**config.mk**
```make
export PLATFORM = sky130hd
export DESIGN_NAME = fb_scanout
export DESIGN_NICKNAME = d
export VERILOG_FILES = /design/src/rtl/fb_scanout.sv
export SDC_FILE = /design/constraint.sdc
export NUM_CORES = 1
export LEC_CHECK = 0
export CORE_MARGIN = 4
export CORE_UTILIZATION = 25
export DETAILED_ROUTE_END_ITERATION = 8
export PLACE_DENSITY = 0.41
export REMOVE_ABC_BUFFERS = 1
export SETUP_SLACK_MARGIN = 0.4
export SLEW_MARGIN = 15
export SYNTH_ARGS = -nofsm -noshare
export SYNTH_HDL_FRONTEND = slang
export SYNTH_SLANG_ARGS = --single-unit
```
**constraint.sdc**
```tcl
create_clock -name clock -period 5.5 [get_ports clock]
set_clock_uncertainty 0.15 [all_clocks]
set_input_delay 1.1 -clock clock [delete_from_list [all_inputs] [get_ports clock]]
set_output_delay 1.1 -clock clock [all_outputs]
set_load 0.1 [all_outputs]
```
**src/rtl/fb_scanout.sv**
```systemverilog
`default_nettype none
// ----------------------------------------------------------------------------
// fb_scanout: VGA scanout of a 32x32 cell framebuffer through a 16-colour palette.
// Rev 1.0
// ----------------------------------------------------------------------------
module fb_scanout #(
  parameter int          PIX_DIV    = 2,
  parameter int          H_ACTIVE   = 640,
  parameter int          H_FP       = 16,
  parameter int          H_SYNC     = 96,
  parameter int          H_BP       = 48,
  parameter int          V_ACTIVE   = 480,
  parameter int          V_FP       = 10,
  parameter int          V_SYNC     = 2,
  parameter int          V_BP       = 33,
  parameter int          X_OFFSET   = 80,
  parameter int          CELL       = 15,
  parameter logic [23:0] BORDER_RGB = 24'h000000
) (
  input  logic       clock,
  input  logic       nreset,
  output logic [9:0] fb_addr,
  output logic       fb_rd,
  input  logic [7:0] fb_data,
  output logic       hsync,
  output logic       vsync,
  output logic       de,
  output logic [7:0] red,
  output logic [7:0] green,
  output logic [7:0] blue,
  output logic       frame_start
);

  localparam int c_HT = H_ACTIVE + H_FP + H_SYNC + H_BP;
  localparam int c_VT = V_ACTIVE + V_FP + V_SYNC + V_BP;
  localparam int c_HW = $clog2(c_HT);
  localparam int c_VW = $clog2(c_VT);
  localparam int c_DW = $clog2(PIX_DIV);
  localparam int c_SW = (CELL > 1) ? $clog2(CELL) : 1;

  localparam logic [c_DW-1:0] c_DIV_LAST = c_DW'(PIX_DIV - 1);
  localparam logic [c_SW-1:0] c_SUB_LAST = c_SW'(CELL - 1);
  localparam logic [c_HW-1:0] c_H_LAST   = c_HW'(c_HT - 1);
  localparam logic [c_HW-1:0] c_H_ACT    = c_HW'(H_ACTIVE);
  localparam logic [c_HW-1:0] c_HS_BEG   = c_HW'(H_ACTIVE + H_FP);
  localparam logic [c_HW-1:0] c_HS_END   = c_HW'(H_ACTIVE + H_FP + H_SYNC - 1);
  localparam logic [c_HW-1:0] c_PX_BEG   = c_HW'(X_OFFSET);
  localparam logic [c_HW-1:0] c_PX_END   = c_HW'(X_OFFSET + 32 * CELL - 1);
  localparam logic [c_VW-1:0] c_V_LAST   = c_VW'(c_VT - 1);
  localparam logic [c_VW-1:0] c_V_ACT    = c_VW'(V_ACTIVE);
  localparam logic [c_VW-1:0] c_VS_BEG   = c_VW'(V_ACTIVE + V_FP);
  localparam logic [c_VW-1:0] c_VS_END   = c_VW'(V_ACTIVE + V_FP + V_SYNC - 1);

  logic [c_DW-1:0] r_div;
  logic [c_HW-1:0] r_h;
  logic [c_VW-1:0] r_v;
  logic [4:0]      r_cell_x, r_cell_y;
  logic [c_SW-1:0] r_sub_x, r_sub_y;
  logic            r_s1_hs, r_s1_vs, r_s1_de, r_s1_pic;
  logic [9:0]      r_fb_addr;
  logic            r_fb_rd;
  logic            r_hsync, r_vsync, r_de, r_frame_start;
  logic [23:0]     r_rgb;

  logic        w_tick, w_h_wrap, w_v_wrap;
  logic        w_hs_raw, w_vs_raw, w_de_raw, w_pic_raw;
  logic [23:0] w_pal;
  logic [3:0]  w_unused_hi;

  assign w_unused_hi = fb_data[7:4];

  assign w_tick    = (r_div == c_DIV_LAST);
  assign w_h_wrap  = (r_h == c_H_LAST);
  assign w_v_wrap  = (r_v == c_V_LAST);
  assign w_hs_raw  = !((r_h >= c_HS_BEG) && (r_h <= c_HS_END));
  assign w_vs_raw  = !((r_v >= c_VS_BEG) && (r_v <= c_VS_END));
  assign w_de_raw  = (r_h < c_H_ACT) && (r_v < c_V_ACT);
  assign w_pic_raw = (r_h >= c_PX_BEG) && (r_h <= c_PX_END) && (r_v < c_V_ACT);

  always_comb begin
    w_pal = 24'h000000;
    case (fb_data[3:0])
      4'h0: w_pal = 24'h000000;
      4'h1: w_pal = 24'hFFFFFF;
      4'h2: w_pal = 24'h880000;
      4'h3: w_pal = 24'hAAFFEE;
      4'h4: w_pal = 24'hCC44CC;
      4'h5: w_pal = 24'h00CC55;
      4'h6: w_pal = 24'h0000AA;
      4'h7: w_pal = 24'hEEEE77;
      4'h8: w_pal = 24'hDD8855;
      4'h9: w_pal = 24'h664400;
      4'hA: w_pal = 24'hFF7777;
      4'hB: w_pal = 24'h333333;
      4'hC: w_pal = 24'h777777;
      4'hD: w_pal = 24'hAAFF66;
      4'hE: w_pal = 24'h0088FF;
      4'hF: w_pal = 24'hBBBBBB;
      default: w_pal = 24'h000000;
    endcase
  end

  always_ff @(posedge clock) begin
    if (!nreset) begin
      r_div         <= '0;
      r_h           <= '0;
      r_v           <= '0;
      r_cell_x      <= '0;
      r_cell_y      <= '0;
      r_sub_x       <= '0;
      r_sub_y       <= '0;
      r_s1_hs       <= 1'b1;
      r_s1_vs       <= 1'b1;
      r_s1_de       <= 1'b0;
      r_s1_pic      <= 1'b0;
      r_fb_addr     <= '0;
      r_fb_rd       <= 1'b0;
      r_hsync       <= 1'b1;
      r_vsync       <= 1'b1;
      r_de          <= 1'b0;
      r_rgb         <= '0;
      r_frame_start <= 1'b0;
    end else begin
      r_fb_rd       <= w_tick && w_pic_raw;
      r_frame_start <= w_tick && w_h_wrap && w_v_wrap;
      r_div         <= w_tick ? '0 : r_div + c_DW'(1);

      if (w_tick) begin
        r_h <= w_h_wrap ? '0 : r_h + c_HW'(1);
        if (w_h_wrap)
          r_v <= w_v_wrap ? '0 : r_v + c_VW'(1);

        // Horizontal cell walk across the picture area, rewound just past its right edge
        if (r_h == c_PX_END) begin
          r_sub_x  <= '0;
          r_cell_x <= '0;
        end else if (w_pic_raw) begin
          if (r_sub_x == c_SUB_LAST) begin
            r_sub_x <= '0;
            if (r_cell_x != 5'd31)
              r_cell_x <= r_cell_x + 5'd1;
          end else begin
            r_sub_x <= r_sub_x + c_SW'(1);
          end
        end

        if (w_h_wrap) begin
          if (w_v_wrap) begin
            r_sub_y  <= '0;
            r_cell_y <= '0;
          end else if (r_v < c_V_ACT) begin
            if (r_sub_y == c_SUB_LAST) begin
              r_sub_y <= '0;
              if (r_cell_y != 5'd31)
                r_cell_y <= r_cell_y + 5'd1;
            end else begin
              r_sub_y <= r_sub_y + c_SW'(1);
            end
          end
        end

        r_fb_addr <= {r_cell_y, r_cell_x};
        r_s1_hs   <= w_hs_raw;
        r_s1_vs   <= w_vs_raw;
        r_s1_de   <= w_de_raw;
        r_s1_pic  <= w_pic_raw;

        // fb_data now holds the byte requested on the previous tick
        r_hsync <= r_s1_hs;
        r_vsync <= r_s1_vs;
        r_de    <= r_s1_de;
        if (!r_s1_de)
          r_rgb <= '0;
        else if (r_s1_pic)
          r_rgb <= w_pal;
        else
          r_rgb <= BORDER_RGB;
      end
    end
  end

  assign fb_addr     = r_fb_addr;
  assign fb_rd       = r_fb_rd;
  assign hsync       = r_hsync;
  assign vsync       = r_vsync;
  assign de          = r_de;
  assign red         = r_rgb[23:16];
  assign green       = r_rgb[15:8];
  assign blue        = r_rgb[7:0];
  assign frame_start = r_frame_start;

endmodule
`default_nettype wire

```
==> flow_metrics.env <==
export IMPL_status="complete, no violations"
export IMPL_drc_errors=0
export IMPL_cts_tree="built"
export IMPL_clk_latency_ns=0.33
export IMPL_yosys_area_top_type="dfxtp_1"
export IMPL_fp_dieH_um=128
export IMPL_synthToLayoutAreaGrowth_pct=21.9
export IMPL_utilization_pct=31.4
export IMPL_wl_per_cell_um=13.2
export IMPL_p_leak_nw=1.68
export IMPL_start_util_pct=25.8
export IMPL_ys_flop_type="dfxtp_1"
export IMPL_grt_pass1_wl_um=14100
export IMPL_crit_type="flip-flop to output pin"
export IMPL_min_path_type="flip-flop to flip-flop"
export IMPL_rsz0062_at_grt="no"
export IMPL_syn_area_um2=3610
export IMPL_p_per_area_nw_per_um2=261
export IMPL_crit_path_start_kind="flip-flop"
export IMPL_synth_edf_count=0
export IMPL_htreeDepth=3
export IMPL_antenna_found_initial=0
export IMPL_drtAntennaViolNets=0
export IMPL_crit_path_top_delay_cell="clkdlybuf4s50_1"
export IMPL_setup_viol=0
export IMPL_hold_viol=0
export IMPL_required_ns=4.25
export IMPL_port_buffer_count=44
export IMPL_async_flop_share_pct=0
export IMPL_drv_cap=0
export IMPL_cts_setup_buffers=0
export IMPL_drt_iter0_markers=155
export IMPL_tns_ns=0
export IMPL_dp_hpwl_um=5610
export IMPL_slew_viol_final=0
export IMPL_irDropWorstVdd_v=0.000148
export IMPL_period_needed_ns=3.11
export IMPL_cts_root_buf="clkbuf_16"
export IMPL_core_um2=14000
export IMPL_multiInputGateArea_um2=1960
export IMPL_numCtsBuffers=9
export IMPL_syn_avg_cell_area_um2=8.73
export IMPL_period_share_pct=56.5
export IMPL_use_met1_pct=13.8
export IMPL_path_clk_slew_ns=0.06
export IMPL_cpPeakStageDelay_ns=1.15
export IMPL_fill_cells=1499
export IMPL_cp_max_fo=3
export IMPL_vias=2887
export IMPL_die_area_um2=16400
export IMPL_ys_seq_area_share_pct=38.8
export IMPL_met3_usage_pct=3.29
export IMPL_crit_path_end_kind="output pin"
export IMPL_synth_area_top_cells="dfxtp_1, ha_1, mux2i_1"
export IMPL_grt_pass1_vias=2835
export IMPL_antenna_cells=0
export IMPL_worstPathCellList="clkdlybuf4s50_1"
export IMPL_grt_max_degree=37
export IMPL_first_pass_iters=4
export IMPL_ctsHoldBuffers=0
export IMPL_max_freq_ghz=0.322
export IMPL_pin_count=49
export IMPL_drive_above_1_share_pct=6.58
export IMPL_arrival_ns=1.86
export IMPL_fin_ws_ns=2.39
export IMPL_rows=43
export IMPL_dp_slack_ns=2.31
export IMPL_yosys_warnings=0
export IMPL_final_cell_mix="dfxtp_1, nor2_1, clkdlybuf4s50_1"
export IMPL_clock_sinks=70
export IMPL_synth_cell_types=50
export IMPL_final_common_cell="dfxtp_1"
export IMPL_track_usage_pct=10.6
export IMPL_gp_congestion=0.741
export IMPL_post_cts_resized=0
export IMPL_die_w_um=128
export IMPL_nNetsFinal=468
export IMPL_ys_ff_latch=70
export IMPL_path_buf_inv=1
export IMPL_yosysTopAreaCellShare_pct=38.8
export IMPL_via_per_inst=4.65
export IMPL_grt_busiest_layer="met2"
export IMPL_cts_buffer_depth=2
export IMPL_grt_use_met2_pct=16.3
export IMPL_tightest_slew_ns=1.03
export IMPL_synthCells=413
export IMPL_seqCellArea_um2=1400
export IMPL_cp_top_family="buffers and inverters"
export IMPL_dpl_cell_area_um2=4110
export IMPL_routed_wirelength_um=8220
export IMPL_slew_headroom_pct=30.7
export IMPL_grt_overflow=0
export IMPL_fin_area_um2=4400
-- through the flow --
step	power [mW]	instances	hold slack, ns
final	1.15	621	0.322
after global placement	0.586	606	0.305
after CTS	1.18	621	0.332
after detailed placement	0.586	606	0.316
after global routing	1.20	621	0.356
after floorplan	0.561	379	0.289
-- registers in the layout, summed over array words and instances, names as in the netlist, 4 cells and up --
name / cells
r_cell_x: 5
fb_addr: 10
r_rgb: 12
r_cell_y: 5
r_sub_x: 4
r_v: 10
r_sub_y: 4
r_h: 10
-- power by group --
part	internal, mW	switching, mW	leakage (nW)	total (mW)
Clock	0.359	0.213	0.141	0.573
Sequential	0.511	0.00335	0.565	0.514
Combinational	0.0212	0.0381	0.970	0.0593
-- layer usage --
metal | wire length [um] | share of wire (%) | up-vias
li1 | - | - | 1476
met3 | 278 | 3.4 | 9
met5 | 0 | 0 | -
met4 | 112 | 1.4 | 0
met1 | 4120 | 50 | 1358
met2 | 3710 | 45 | 44
-- area by class of cell --
type,count,area share [%]
multi-input combinational,294,44.6
sequential,70,31.9
timing repair buffer,47,10.5
clock buffer,11,5.52
tap,180,5.12
inverter,15,1.28
clock inverter,4,1.08
-- cell families (layout without fill, tap and decap cells) --
| logic type | after synthesis | in the layout | synth area share, % |
|---|---|---|---|
| AO/OA/AOI/OAI | 64 | 64 | 11.0 |
| buffers and inverters | 49 | 77 | 7.01 |
| flip-flops | 70 | 70 | 38.8 |
| XOR/XNOR | 19 | 19 | 4.61 |
| multiplexers | 21 | 21 | 6.21 |
| adder cells (fa/ha/maj) | 21 | 21 | 7.28 |
| AND/OR/NAND/NOR | 169 | 169 | 25.0 |
-- worst paths after layout --
kind | startpoint | end | slack, ns | depth (start not counted)
worst max-delay path | r_rgb[5] | blue[5] | 2.39 | 1
worst min-delay path | vsync | vsync | 0.32 | 2
worst max register to register | r_h[0] | r_sub_y[3] | 2.82 | 6
worst min register to register | vsync | vsync | 0.32 | 2
-- cell usage after synthesis, drive strengths merged (2+ instances only) --
master / count
a21boi: 4
dfxtp: 70
or3b: 3
o21ai: 26
o21a: 2
nor4: 6
nand4: 12
nor2: 50
nor3b: 5
o22ai: 2
or3: 3
buf: 25
nor3: 4
xnor2: 4
mux2i: 19
nand4b: 7
or4: 2
nand2: 39
o211ai: 2
ha: 21
nor2b: 2
xor2: 15
a21oi: 15
and3: 10
clkbuf: 9
a22o: 6
nand2b: 5
inv: 15
nand3: 17
No activity file was read; power rests on OpenSTA's default activity.
